--- src/rtl/bus85_master.sv ---
// 8085-style multiplexed address/data bus master.
// Runs one read or write cycle per request through T1/T2/TW/T3 with wait-state timeout.
module bus85_master #(
    parameter int DATASIZE = 8,
    parameter int ADDRSIZE = 16,
    parameter int WAITMAX  = 255
) (
    input  logic                         clk,
    input  logic                         rst_,
    input  logic                         req,
    input  logic                         wr,
    input  logic                         iom,
    input  logic [ADDRSIZE-1:0]          addr,
    input  logic [DATASIZE-1:0]          wdata,
    output logic                         busy,
    output logic                         done,
    output logic                         err,
    output logic [DATASIZE-1:0]          rdata,
    input  logic [DATASIZE-1:0]          adin,
    output logic [DATASIZE-1:0]          adout,
    output logic                         adoe,
    output logic [ADDRSIZE-DATASIZE-1:0] ahi,
    output logic                         ale,
    output logic                         rd_,
    output logic                         wr_,
    output logic                         iom_,
    output logic                         s1,
    output logic                         s0,
    input  logic                         ready
);

    localparam int HIW = ADDRSIZE - DATASIZE;
    localparam logic [7:0] WMAX = 8'(WAITMAX);

    localparam logic [2:0] S_IDLE = 3'd0;
    localparam logic [2:0] S_T1   = 3'd1;
    localparam logic [2:0] S_T2   = 3'd2;
    localparam logic [2:0] S_TW   = 3'd3;
    localparam logic [2:0] S_T3   = 3'd4;

    logic [2:0]          state_q, state_d;
    logic [7:0]          wcnt_q, wcnt_d;
    logic                tmo_q, tmo_d;
    logic                wr_q, wr_d;
    logic                iom_q, iom_d;
    logic [ADDRSIZE-1:0] addr_q, addr_d;
    logic [DATASIZE-1:0] wdata_q, wdata_d;

    logic                ale_q, ale_d;
    logic                rdn_q, rdn_d;
    logic                wrn_q, wrn_d;
    logic                iomn_q, iomn_d;
    logic                s1_q, s1_d;
    logic                s0_q, s0_d;
    logic                adoe_q, adoe_d;
    logic [DATASIZE-1:0] adout_q, adout_d;
    logic [HIW-1:0]      ahi_q, ahi_d;
    logic                busy_q, busy_d;
    logic                done_q, done_d;
    logic                err_q, err_d;
    logic [DATASIZE-1:0] rdata_q, rdata_d;

    // Outputs are registered from the next state, so T1 must see the
    // request fields directly on the accepting edge.
    logic                eff_wr;
    logic                eff_iom;
    logic [ADDRSIZE-1:0] eff_addr;

    assign eff_wr   = (state_q == S_IDLE) ? wr   : wr_q;
    assign eff_iom  = (state_q == S_IDLE) ? iom  : iom_q;
    assign eff_addr = (state_q == S_IDLE) ? addr : addr_q;

    always_comb begin
        state_d = state_q;
        wcnt_d  = wcnt_q;
        tmo_d   = tmo_q;
        wr_d    = wr_q;
        iom_d   = iom_q;
        addr_d  = addr_q;
        wdata_d = wdata_q;
        unique case (state_q)
            S_IDLE: begin
                if (req) begin
                    state_d = S_T1;
                    wr_d    = wr;
                    iom_d   = iom;
                    addr_d  = addr;
                    wdata_d = wdata;
                    wcnt_d  = 8'd0;
                    tmo_d   = 1'b0;
                end
            end
            S_T1: begin
                state_d = S_T2;
            end
            S_T2: begin
                if (ready) begin
                    state_d = S_T3;
                end else begin
                    state_d = S_TW;
                    wcnt_d  = 8'd1;
                end
            end
            S_TW: begin
                if (ready) begin
                    state_d = S_T3;
                end else if (wcnt_q < WMAX) begin
                    wcnt_d = wcnt_q + 8'd1;
                end else begin
                    state_d = S_T3;
                    tmo_d   = 1'b1;
                end
            end
            S_T3: begin
                state_d = S_IDLE;
            end
            default: begin
                state_d = S_IDLE;
            end
        endcase
    end

    always_comb begin
        ale_d   = 1'b0;
        rdn_d   = 1'b1;
        wrn_d   = 1'b1;
        iomn_d  = 1'b0;
        s1_d    = 1'b0;
        s0_d    = 1'b0;
        adoe_d  = 1'b0;
        adout_d = '0;
        ahi_d   = '0;
        busy_d  = 1'b0;
        unique case (state_d)
            S_T1: begin
                ale_d   = 1'b1;
                adoe_d  = 1'b1;
                adout_d = eff_addr[DATASIZE-1:0];
                ahi_d   = eff_addr[ADDRSIZE-1:DATASIZE];
                iomn_d  = eff_iom;
                s1_d    = ~eff_wr;
                s0_d    = eff_wr;
                busy_d  = 1'b1;
            end
            S_T2, S_TW, S_T3: begin
                ahi_d  = addr_q[ADDRSIZE-1:DATASIZE];
                iomn_d = iom_q;
                s1_d   = ~wr_q;
                s0_d   = wr_q;
                busy_d = 1'b1;
                if (wr_q) begin
                    adoe_d  = 1'b1;
                    adout_d = wdata_q;
                    wrn_d   = 1'b0;
                end else begin
                    rdn_d = 1'b0;
                end
            end
            default: begin
            end
        endcase
    end

    always_comb begin
        done_d  = (state_q == S_T3);
        err_d   = (state_q == S_T3) & tmo_q;
        rdata_d = rdata_q;
        if ((state_q == S_T3) && !wr_q) begin
            rdata_d = tmo_q ? '1 : adin;
        end
    end

    always_ff @(posedge clk or negedge rst_) begin
        if (!rst_) begin
            state_q <= S_IDLE;
            wcnt_q  <= 8'd0;
            tmo_q   <= 1'b0;
            wr_q    <= 1'b0;
            iom_q   <= 1'b0;
            addr_q  <= '0;
            wdata_q <= '0;
        end else begin
            state_q <= state_d;
            wcnt_q  <= wcnt_d;
            tmo_q   <= tmo_d;
            wr_q    <= wr_d;
            iom_q   <= iom_d;
            addr_q  <= addr_d;
            wdata_q <= wdata_d;
        end
    end

    always_ff @(posedge clk or negedge rst_) begin
        if (!rst_) begin
            ale_q   <= 1'b0;
            rdn_q   <= 1'b1;
            wrn_q   <= 1'b1;
            iomn_q  <= 1'b0;
            s1_q    <= 1'b0;
            s0_q    <= 1'b0;
            adoe_q  <= 1'b0;
            adout_q <= '0;
            ahi_q   <= '0;
            busy_q  <= 1'b0;
            done_q  <= 1'b0;
            err_q   <= 1'b0;
            rdata_q <= '0;
        end else begin
            ale_q   <= ale_d;
            rdn_q   <= rdn_d;
            wrn_q   <= wrn_d;
            iomn_q  <= iomn_d;
            s1_q    <= s1_d;
            s0_q    <= s0_d;
            adoe_q  <= adoe_d;
            adout_q <= adout_d;
            ahi_q   <= ahi_d;
            busy_q  <= busy_d;
            done_q  <= done_d;
            err_q   <= err_d;
            rdata_q <= rdata_d;
        end
    end

    assign ale   = ale_q;
    assign rd_   = rdn_q;
    assign wr_   = wrn_q;
    assign iom_  = iomn_q;
    assign s1    = s1_q;
    assign s0    = s0_q;
    assign adoe  = adoe_q;
    assign adout = adout_q;
    assign ahi   = ahi_q;
    assign busy  = busy_q;
    assign done  = done_q;
    assign err   = err_q;
    assign rdata = rdata_q;

endmodule

--- config.mk ---
export PLATFORM = sky130hd
export DESIGN_NAME = bus85_master
export DESIGN_NICKNAME = d
export VERILOG_FILES = /design/src/rtl/bus85_master.sv
export SDC_FILE = /design/constraint.sdc
export NUM_CORES = 1
export LEC_CHECK = 0
export BUFFER_PORTS_ARGS = -buffer_cell sky130_fd_sc_hd__clkbuf_2
export CAP_MARGIN = 20
export CORE_ASPECT_RATIO = 0.5
export CORE_MARGIN = 5
export CORE_UTILIZATION = 32
export DETAILED_ROUTE_END_ITERATION = 8
export SLEW_MARGIN = 20
export SYNTH_ARGS = -nofsm -noshare
export SYNTH_HDL_FRONTEND = slang
export SYNTH_SLANG_ARGS = --single-unit
--- constraint.sdc ---
create_clock -name clk -period 1.8 [get_ports clk]
set_input_delay 0.09 -clock clk [delete_from_list [all_inputs] [get_ports clk]]
set_output_delay 0.09 -clock clk [all_outputs]
set_load 0.05 [all_outputs]
**Yosys cells after proc, flatten, opt, wreduce, memory -nomap -nowiden**

Cells that the tools add are included.
W data, S select, Z words.

- Muxes and demuxes: 31
- $add $sub $neg: 1
- Reductions and logical operators: 10
- Bitwise gates (word level): 3
- $lt $le $gt $ge: 1
- Equality and inequality tests: 13

Operators with widths:

| kind | count |
|---|---|
| $mux W8 | 6 |
| $pmux W8 S2 | 2 |
| $pmux W8 S3 | 1 |
| $mux W16 | 1 |
| $eq A3 B2 Y1 const B | 4 |
| $mux W3 | 4 |
| $pmux W3 S4 | 1 |
| $mux W1 | 11 |
| $ne A2 B2 Y1 const B | 5 |
| $pmux W1 S2 | 5 |
| $add A8 B1 Y8 const B | 1 |
| $lt A8 B8 Y1 const B | 1 |
| $eq A3 B1 Y1 const B | 2 |
| $eq A3 B3 Y1 const B | 2 |
| $reduce_and A5 Y1 | 1 |
| $reduce_and A4 Y1 | 1 |
| $reduce_or A4 Y1 | 1 |
| $logic_not A3 Y1 | 1 |
| $reduce_bool A3 Y1 | 1 |
| $reduce_or A3 Y1 | 1 |
| $not A1 Y1 | 2 |
| $reduce_and A2 Y1 | 1 |
| $reduce_bool A2 Y1 | 1 |
| $and A1 B1 Y1 | 1 |
| 2 further kinds | 2 |

- Flip-flop bits (word level): 72
- Input port bits: 38
- Output and inout port bits: 34
- Word-level logic and storage cells: 79

**Depth between registers and ports, before layout**

Gate-level depths: netlist (run 1).

- Word-level depth: 7
- Gate-level depth with buffers: 6

**Worst setup path after synthesis (run 1)**

OpenSTA, ideal clock, no wires.

- Kind: reg-to-reg
- Start point: reg wcnt_q[0]
- End point: reg wcnt_q[7]
- Buffers on the path: 0
- Path slack: 0.288 ns
- Clock period less this slack: 1.512 ns
- Stages on the path, launching flop included: 6
- Arrival: 1.434 ns
- Cell sequence: dfrtp_1 -> ha_1 -> nand3_1 -> o21ai_2 -> or4_1 -> a21boi_1

- Cells in the longest elaborated chain, start to end: 4

Ends and longest elaborated chain:

| what | RTL line | text |
|---|---|---|
| start: declaration | 42 | `logic [7:0] wcnt_q, wcnt_d;` |
| start signal: assignment | 184 | `wcnt_q <= wcnt_d;` |
| $add A8 B1 Y8 | 108 | `wcnt_d = wcnt_q + 8'd1;` |
| $mux W8 | 107 | `end else if (wcnt_q < WMAX) begin` |
| $mux W8 | 105 | `if (ready) begin` |
| $pmux W8 S3 | 81 | `unique case (state_q)` |

Several ways; a longest one is shown, not always the timed one. The select of a mux whose other input is x is not followed.
A chain may end at the register's enable or synchronous reset.

**Worst setup path in the final report (run 1)**

- Start point: reg state_q[2]
- End point: reg wcnt_q[7]

- Cells in the longest elaborated chain, start to end: 3

Ends and longest elaborated chain:

| what | RTL line | text |
|---|---|---|
| start: declaration | 41 | `logic [2:0] state_q, state_d;` |
| start signal: assignment | 183 | `state_q <= state_d;` |
| $eq A3 B2 Y1 / $logic_not A3 Y1 (equally long branches) | 81 |  |
| $ne A2 B2 Y1 (no line) / $reduce_bool A3 Y1 (equally long branches) | n/a |  |
| $reduce_and A5 Y1 (no line) | n/a |  |

Several ways; a longest one is shown, not always the timed one.

==> results.cfg, run 1 <==
[timing]
slew_headroom_pct = 67.75
rsz0062_at_grt = false
setup_tns_ns = 0
drv_slew = 0
fin_hold_ws_ns = 0.03391
skew_ns = 0.004413
fin_crit_sh_pct = 92.12
finalSetupViolations = 0
min_period_ns = 1.658
tightest_slew_ns = 0.4828
finalHoldViolCount = 0
fmaxAchievable_mhz = 603.1

[yosys]
synth-simple-area-share_pct = 22.13
synthCells = 250
syn_nets = 289
synth_xor_area_share_pct = 0.3537
synth_compound_area_share_pct = 7.580
syn_area_mm2 = 0.002476
synth_edf_count = 0
synth_mux_area_share_pct = 0.8590
synthArstFlopShare_pct = 100.0
synth_ff_type = dfrtp_1
synth_seq_cells = 64
synth_fa_ha_area_share_pct = 0.5053
synthTopCellsByArea = dfrtp_1 63%, nand2_1 13%, nor2_1 2.9%
synth_cell_types = 40
yosysTopAreaCellShare_pct = 62.66
yosysTopAreaCell = dfrtp_1
synth_seq_area_share_pct = 64.78
yosysMostFrequentCell = nand2_1
ys_warn_count = 0
synth_top_family_by_area = simple AND/OR/NAND/NOR gates
avgSynthCellArea_um2 = 9.905
synth_common_cells = 87 x nand2_1, 62 x dfrtp_1, 19 x nor2_1

[run]
max_cap_violations = 0

[detailed_routing]
drtIter0Drc = 106
route.detailed.drc = 0
wl_per_cell_um = 12.15
first_pass_iters = 4
num_vias = 1983
wl_um = 5530
viasPerCell = 4.358
final_antenna_net_count = 0

[layout]
antenna_cells = 0
fillCellCount = 694
nets = 393
syn_to_final_growth_pct = 43.51
final_layout_size_suffix_gt1_share_pct = 28.13
fin_cells = 455
seq_area_mm2 = 0.001604
fin_util_pct = 47.81
multi_input_area_um2 = 785.8

[pwr]
netSwitchingPower_uw = 2651
p_leak_uw = 0.001836
intPower_uw = 3843
ir_worst_vdd_v = 0.0007605
power.share.combinational_pct = 37.2
clkPwrFrac_pct = 28.2
p_seq_share_pct = 34.5
power_density_mw_per_mm2 = 1828
swShare_pct = 40.82

[clock_tree]
cts_buffers = 9
cts_buffer_depth = 2
cts_tree = yes
postCtsSetupRepairBufs = 0
cts_sinks = 64
cts-root-buf = clkbuf_16
clk_pin_slew_ns = 0.05
ctsHtreeMaxLevel = 3
clk_latency_ns = 0.32

[run_status]
status = finished, final reports clean

[place]
place_congestion = 0.8040
port_buffers = 71
hpwl_um = 3696
placed_cells = 412

[global_route]
top_usage_layer = met2
grt_pass1_wl_um = 9563
grt_util_all_layers_pct = 12.47
antenna_found_initial = 0
grt_pass1_vias = 2102
use_met2_pct = 22.25
grt_overflow = 0
use_met1_pct = 14.20
grt_max_degree = 65
grt_use_met3_pct = 3.393

[floorplanning]
die_area_mm2 = 0.009704
start_util_pct = 33.32
num_rows = 22
fp.dieH_um = 72.20
io_pins = 72
die_w_um = 134.4
design.core.area_mm2 = 0.007432

[worst_hold_path]
hp-class = input port to flop

[setup_path]
crit_required_ns = 2.04
arrival_ns = 1.90
endpoint_kind = flop
path_class = flop to flop
critPathMaxFanout = 8
start_kind = flop
-- logic make-up after synthesis --
group,count (synthesis)
AOI/OAI and AO/OA,32
xor gates and xnor gates,1
adders and majority gates,1
buffers and inverters,21
DFF,64
muxes,2
and+or+nand+nor,129
-- what timing repair did --
| item | 4_1_cts | 5_1_grt |
|---|---|---|
| setup endpoints to repair | 0 | 38 |
| hold buffers | 27 | 0 |
| gates resized for setup | 0 | 3 |
| endpoints found under the hold margin | 97 | 0 |
-- critical path, cell delays in order (launching register included) --
cell,delay [ns]
dfrtp_1,0.44
and4bb_2,0.36
o21ai_2,0.11
or4_1,0.51
a21boi_1,0.15
-- worst paths after layout --
kind / from / endpoint / slack (ns) / cells past startpoint
setup / recovery: state_q[2]$_DFF_PN0_ / wcnt_q[7]$_DFFE_PN0P_ / 0.14 / 4
hold / removal: adin[6] / rdata[6]$_DFFE_PN0P_ / 0.03 / 3
setup reg to reg: state_q[2]$_DFF_PN0_ / wcnt_q[7]$_DFFE_PN0P_ / 0.14 / 4
hold reg to reg: addr_q[12]$_DFFE_PN0P_ / ahi[4]$_DFF_PN0_ / 0.47 / 2
max in group asynchronous: rst_ / rd_$_DFF_PN1_ / 1.14 / 3
min in group asynchronous: rst_ / ale$_DFF_PN0_ / 0.33 / 3
-- sequential cells by signal, indices dropped and copies added, names as in the netlist, 3 cells and up --
register / cells
rdata: 8
state_q: 3
ahi: 8
addr_q: 8
adout: 8
wcnt_q: 8
wdata_q: 8
-- placed cells by master (no fill, tap or decap), types with 2 or more instances in the layout --
cell type	instances
dfrtp_1	62
bufinv_16	2
clkbuf_16	9
and2_1	3
nand2_1	86
clkbuf_2	71
a21oi_1	10
inv_1	10
dlygate4sd3_1	27
nor2_1	19
clkinvlp_4	3
o211ai_1	2
nor2b_1	4
or3_1	2
o21ai_0	11
buf_4	4
nand3_1	3
dfstp_2	2
o31ai_1	3
-- metal layers --
metal  wire length (um)  vias up
li1                   -     1006
met1               2348      944
met2               2853       25
met3                222        8
met4                106        0
met5                  0        -
-- cell type report --
cell class | instances | area share [%]
Clock buffer | 11 | 6.831
Clock inverter | 5 | 2.254
Inverter | 11 | 1.268
Timing Repair Buffer | 103 | 19.01
Multi-Input combinational cell | 165 | 22.11
Tap cell | 96 | 3.380
Sequential cell | 64 | 45.14
-- through the flow --
stage	setup WS [ns]	area [um^2]	power [uW]
final	0.1419	3553	6494
after global routing	0.02204	3553	6920
after CTS	0.01785	3542	6575
after detailed placement	0.02320	2949	4660
after global placement	0.1105	2949	4596
after floorplan	0.2881	2476	4034
-- power by group through the flow --
stage | logic, uW | registers (uW) | clock network (uW)
after global routing | 2660 | 2310 | 1950
after floorplan | 765 | 3270 | 0
after detailed placement | 2400 | 2260 | 0
after CTS | 2450 | 2240 | 1880
final | 2420 | 2240 | 1830
after global placement | 2350 | 2250 | 0
(Power assumes the default switching activity.)
==> run 2: changes to the inputs <==
- CORE_UTILIZATION: 32 -> 30
- MAX_ROUTING_LAYER: default -> met4
==> results.cfg, run 2 (synthesized netlist as in run 1, its figures left out) <==
[setup_path]
start_kind = flop
crit_required_ns = 2.04
path_class = flop to flop
arrival_ns = 1.91
critPathMaxFanout = 6
endpoint_kind = flop

[clock_tree]
cts_sinks = 64
cts_resized = 0
cts_buffer_depth = 2
hold_buffers = 27
cts_tree = yes
cts-root-buf = clkbuf_16
clk_pin_slew_ns = 0.05
postCtsSetupRepairBufs = 0
clk_latency_ns = 0.31
cts_buffers = 9
ctsHtreeMaxLevel = 3

[global_route]
grt_pass1_vias = 2126
grt_overflow = 0
antenna_found_initial = 0
grt_max_degree = 65
grt_util_all_layers_pct = 12.97
grt_pass1_wl_um = 10240

[detailed_routing]
route.detailed.drc = 0
final_antenna_net_count = 0
first_pass_iters = 4
drtIter0Drc = 125
wl_um = 5870
wl_per_cell_um = 12.41
num_vias = 2022
viasPerCell = 4.275

[place]
port_buffers = 71
place_congestion = 0.8123
hpwl_um = 3959

[worst_hold_path]
hp-class = input port to flop

[timing]
min_period_ns = 1.670
fin_crit_sh_pct = 92.75
finalSetupViolations = 0
fmaxAchievable_mhz = 599.0
skew_ns = 0.006461
slew_headroom_pct = 69.50
setup_tns_ns = 0
rsz0062_at_grt = false
drv_slew = 0
tightest_slew_ns = 0.4570
finalHoldViolCount = 0

[run]
max_cap_violations = 0

[run_status]
status = finished, final reports clean

[floorplanning]
die_area_mm2 = 0.01028
num_rows = 23
die_w_um = 138.5
io_pins = 72
fp.dieH_um = 74.24
design.core.area_mm2 = 0.008029
start_util_pct = 30.84

[pwr]
power.share.combinational_pct = 37.4
netSwitchingPower_uw = 2686
ir_worst_vdd_v = 0.0006010
p_leak_uw = 0.001859
p_seq_share_pct = 34.1
swShare_pct = 40.68
power_density_mw_per_mm2 = 1835
clkPwrFrac_pct = 28.5
intPower_uw = 3918

[layout]
syn_to_final_growth_pct = 45.38
final_layout_size_suffix_gt1_share_pct = 27.70
nets = 395
fin_util_pct = 44.83
antenna_cells = 0
layout_commonest_cell = nand2_1
layout_common_cells = 87 x nand2_1, 71 x clkbuf_2, 62 x dfrtp_1, 27 x dlygate4sd3_1, 19 x nor2_1
[run 2: changes by cell type in the layout (fill, tap and decap cells not counted)]
cell and change:
buf_12 +1, buf_4 +1, clkbuf_8 +1, clkinv_1 +1
clkinv_2 -1, clkinv_4 +1, clkinvlp_4 -2, nand2_1 +1
nand2_2 -1, nand3_1 +1, nand3_2 -1
[run 2: per-layer routing]
metal,global-route usage (%),vias to the layer above,part of all wire [%]
met4,4.819,0,2.0
met2,21.44,30,51
met3,3.918,8,2.9
met1,15.33,975,44
li1,-,1009,-
met5,-,-,0
[run 2: critical path, stage by stage, from the launching register on]
cell and delay, ns:
dfrtp_1 0.40, ha_1 0.22, nand3_1 0.18, o21ai_2 0.14, or4_1 0.51, a21boi_1 0.15
[run 2: path summary, 6_finish.rpt]
path / start / endpoint / slack [ns] / cells past startpoint
max in group asynchronous: rst_ / rd_$_DFF_PN1_ / 1.15 / 3
setup / recovery: wcnt_q[0]$_DFFE_PN0P_ / wcnt_q[7]$_DFFE_PN0P_ / 0.13 / 5
hold reg to reg: iom_q$_DFFE_PN0P_ / iom_q$_DFFE_PN0P_ / 0.47 / 2
setup reg to reg: wcnt_q[0]$_DFFE_PN0P_ / wcnt_q[7]$_DFFE_PN0P_ / 0.13 / 5
min in group asynchronous: rst_ / adout[6]$_DFF_PN0_ / 0.32 / 3
hold / removal: adin[2] / rdata[2]$_DFFE_PN0P_ / 0.04 / 3
[run 2: cell type report]
cell class / instances / area (um^2)
Tap cell: 112 / 140.1
Clock buffer: 12 / 256.5
Sequential cell: 64 / 1604
Timing Repair Buffer: 105 / 703.2
Fill cell: 780 / 4429
Multi-Input combinational cell: 165 / 778.2
Clock inverter: 4 / 76.32
Inverter: 11 / 41.29
[run 2: power groups by stage]
stage | Sequential (uW) | Combinational (uW) | Clock [uW]
3_3_place_gp | 2250 | 2410 | 0
2_1_floorplan | 3270 | 765 | 0
3_5_place_dp | 2270 | 2450 | 0
5_1_grt | 2320 | 2690 | 2000
4_1_cts | 2250 | 2510 | 1920
6_report | 2250 | 2470 | 1880
[run 2: through the flow]
step / std cells / setup WS [ns] / total power (uW) / instance area (um^2) / hold WS (ns)
2_1_floorplan: 250 / 0.2881 / 4034 / 2476 / -0.2056
3_3_place_gp: 430 / 0.2113 / 4662 / 2997 / 0.1291
3_5_place_dp: 430 / 0.1348 / 4722 / 2997 / 0.1356
4_1_cts: 473 / 0.1179 / 6684 / 3600 / 0.03109
5_1_grt: 473 / 0.006744 / 7014 / 3600 / 0.04563
6_report: 473 / 0.1305 / 6604 / 3600 / 0.04231
==> run 3: changes to the inputs <==
--- a/config.mk
+++ b/config.mk
@@ -9,9 +9,9 @@
 export CAP_MARGIN = 20
 export CORE_ASPECT_RATIO = 0.5
-export CORE_MARGIN = 5
+export CORE_MARGIN = 1.5
 export CORE_UTILIZATION = 30
 export DETAILED_ROUTE_END_ITERATION = 8
 export MAX_ROUTING_LAYER = met4
-export SLEW_MARGIN = 20
+export SLEW_MARGIN = 25
 export SYNTH_ARGS = -nofsm -noshare
 export SYNTH_HDL_FRONTEND = slang
==> constraint.sdc (replaced) <==
create_clock -name clk -period 1.8 [get_ports clk]
set_input_delay 0.36 -clock clk [delete_from_list [all_inputs] [get_ports clk]]
set_output_delay 0.36 -clock clk [all_outputs]
set_load 0.05 [all_outputs]
==> results.cfg, run 3 (synthesized netlist as in run 1, its figures left out) <==
[clock_tree]
ctsHtreeMaxLevel = 3
clk_latency_ns = 0.32
clk_pin_slew_ns = 0.05
cts-root-buf = clkbuf_16
cts_tree = yes
cts_buffers = 9
cts_sinks = 64
hold_buffers = 0
cts_buffer_depth = 2

[timing]
finalSetupViolations = 0
fmaxAchievable_mhz = 601.7
setup_tns_ns = 0
fin_hold_ws_ns = 0.04302
min_period_ns = 1.662
tightest_slew_ns = 0.4404
rsz0062_at_grt = false
drv_slew = 0
finalHoldViolCount = 0
slew_headroom_pct = 70.61
skew_ns = 0.003572
fin_crit_sh_pct = 92.32

[detailed_routing]
drtIter0Drc = 123
num_vias = 1898
wl_um = 5262
viasPerCell = 4.275
route.detailed.drc = 0
first_pass_iters = 5
wl_per_cell_um = 11.85
final_antenna_net_count = 0

[pwr]
p_leak_uw = 0.001713
finalPower_uw = 6174
power_density_mw_per_mm2 = 1899
ir_worst_vdd_v = 0.0007061

[layout]
fillCellCount = 807
layout_commonest_cell = nand2_1
nets = 368
final_layout_size_suffix_gt1_share_pct = 30.12
layout_common_cells = 87 x nand2_1, 71 x clkbuf_2, 62 x dfrtp_1, 19 x nor2_1, 11 x o21ai_0
syn_to_final_growth_pct = 31.28
antenna_cells = 0
multi_input_area_um2 = 783.3
seq_area_mm2 = 0.001604

[place]
hpwl_um = 3685
place_congestion = 0.7185
port_buffers = 71

[floorplanning]
fp.dieH_um = 67.24
die_area_mm2 = 0.008841
io_pins = 72
design.core.area_mm2 = 0.008000
die_w_um = 131.5
start_util_pct = 30.95
num_rows = 23

[setup_path]
path_class = flop to flop
reg2regPathDepth = 5
reg2reg_slack_ns = 0.14
crit_required_ns = 2.05
startpoint = wcnt_q[0]$_DFFE_PN0P_
r2r-start = wcnt_q[0]$_DFFE_PN0P_
regToRegEndpoint = wcnt_q[7]$_DFFE_PN0P_
arrival_ns = 1.91
critPathMaxFanout = 8
start_kind = flop
endpoint_kind = flop
crit_path_end = wcnt_q[7]$_DFFE_PN0P_

[global_route]
grt_max_degree = 65
grt_pass1_wl_um = 8804
grt_overflow = 0
grt_pass1_vias = 1934
grt_util_all_layers_pct = 13.26
antenna_found_initial = 0

[worst_hold_path]
hp-class = input port to async pin

[run_status]
status = finished, final reports clean

[run]
max_cap_violations = 0
[run 3: final cells by class]
cell class	instances	share of cell area, %
flip-flops and latches	64	49.35
multi-input cells	165	24.10
repair buffers	78	12.93
clock buffers	10	7.352
well taps	112	4.311
inverters	11	1.270
clock inverters	4	0.6928
[run 3: metal layers]
layer / part of all wire [%] / track usage, % / up-vias
li1: - / - / 954
met1: 44 / 15.12 / 901
met2: 51 / 22.04 / 35
met3: 3.4 / 4.354 / 8
met4: 1.0 / 5.694 / 0
met5: 0 / - / -
[run 3: timing repair]
action / 4_1_cts / 5_1_grt
gates resized for setup: 0 / 1
setup endpoints to repair: 0 / 1
setup buffers: 0 / 0
[run 3: worst max-delay path, cell delays in order, from the launching register on]
cell      delay, ns
dfrtp_1        0.41
ha_1           0.25
nand3_2        0.11
o21ai_2        0.13
or4_1          0.53
a21boi_1       0.16
[run 3: how the worst min path moves through the flow]
stage,start,end,slack (ns),depth (start not counted)
6_report,rst_,iom_$_DFF_PN0_,0.04,2
4_1_cts,rst_,iom_$_DFF_PN0_,0.06,2
5_1_grt,rst_,iom_$_DFF_PN0_,0.08,2
3_5_place_dp,rst_,ahi[6]$_DFF_PN0_,0.40,2
3_3_place_gp,rst_,ahi[6]$_DFF_PN0_,0.40,2
2_1_floorplan,rst_,addr_q[10]$_DFFE_PN0P_,0.06,0
[run 3: where the power goes]
part           internal, uW  switching (uW)
Clock                   944             579
Combinational           587            1810
Sequential             1990             266
Total                  3520            2660
[run 3: per-stage QoR]
stage	instances	area, um^2	setup WS [ns]	utilization, %
2_1_floorplan	250	2476	0.2881	-
3_3_place_gp	430	2984	0.1778	37.30
3_5_place_dp	430	2984	0.09659	37.30
4_1_cts	444	3246	0.08057	40.57
5_1_grt	444	3251	0.01527	40.63
6_report	444	3251	0.1382	40.63
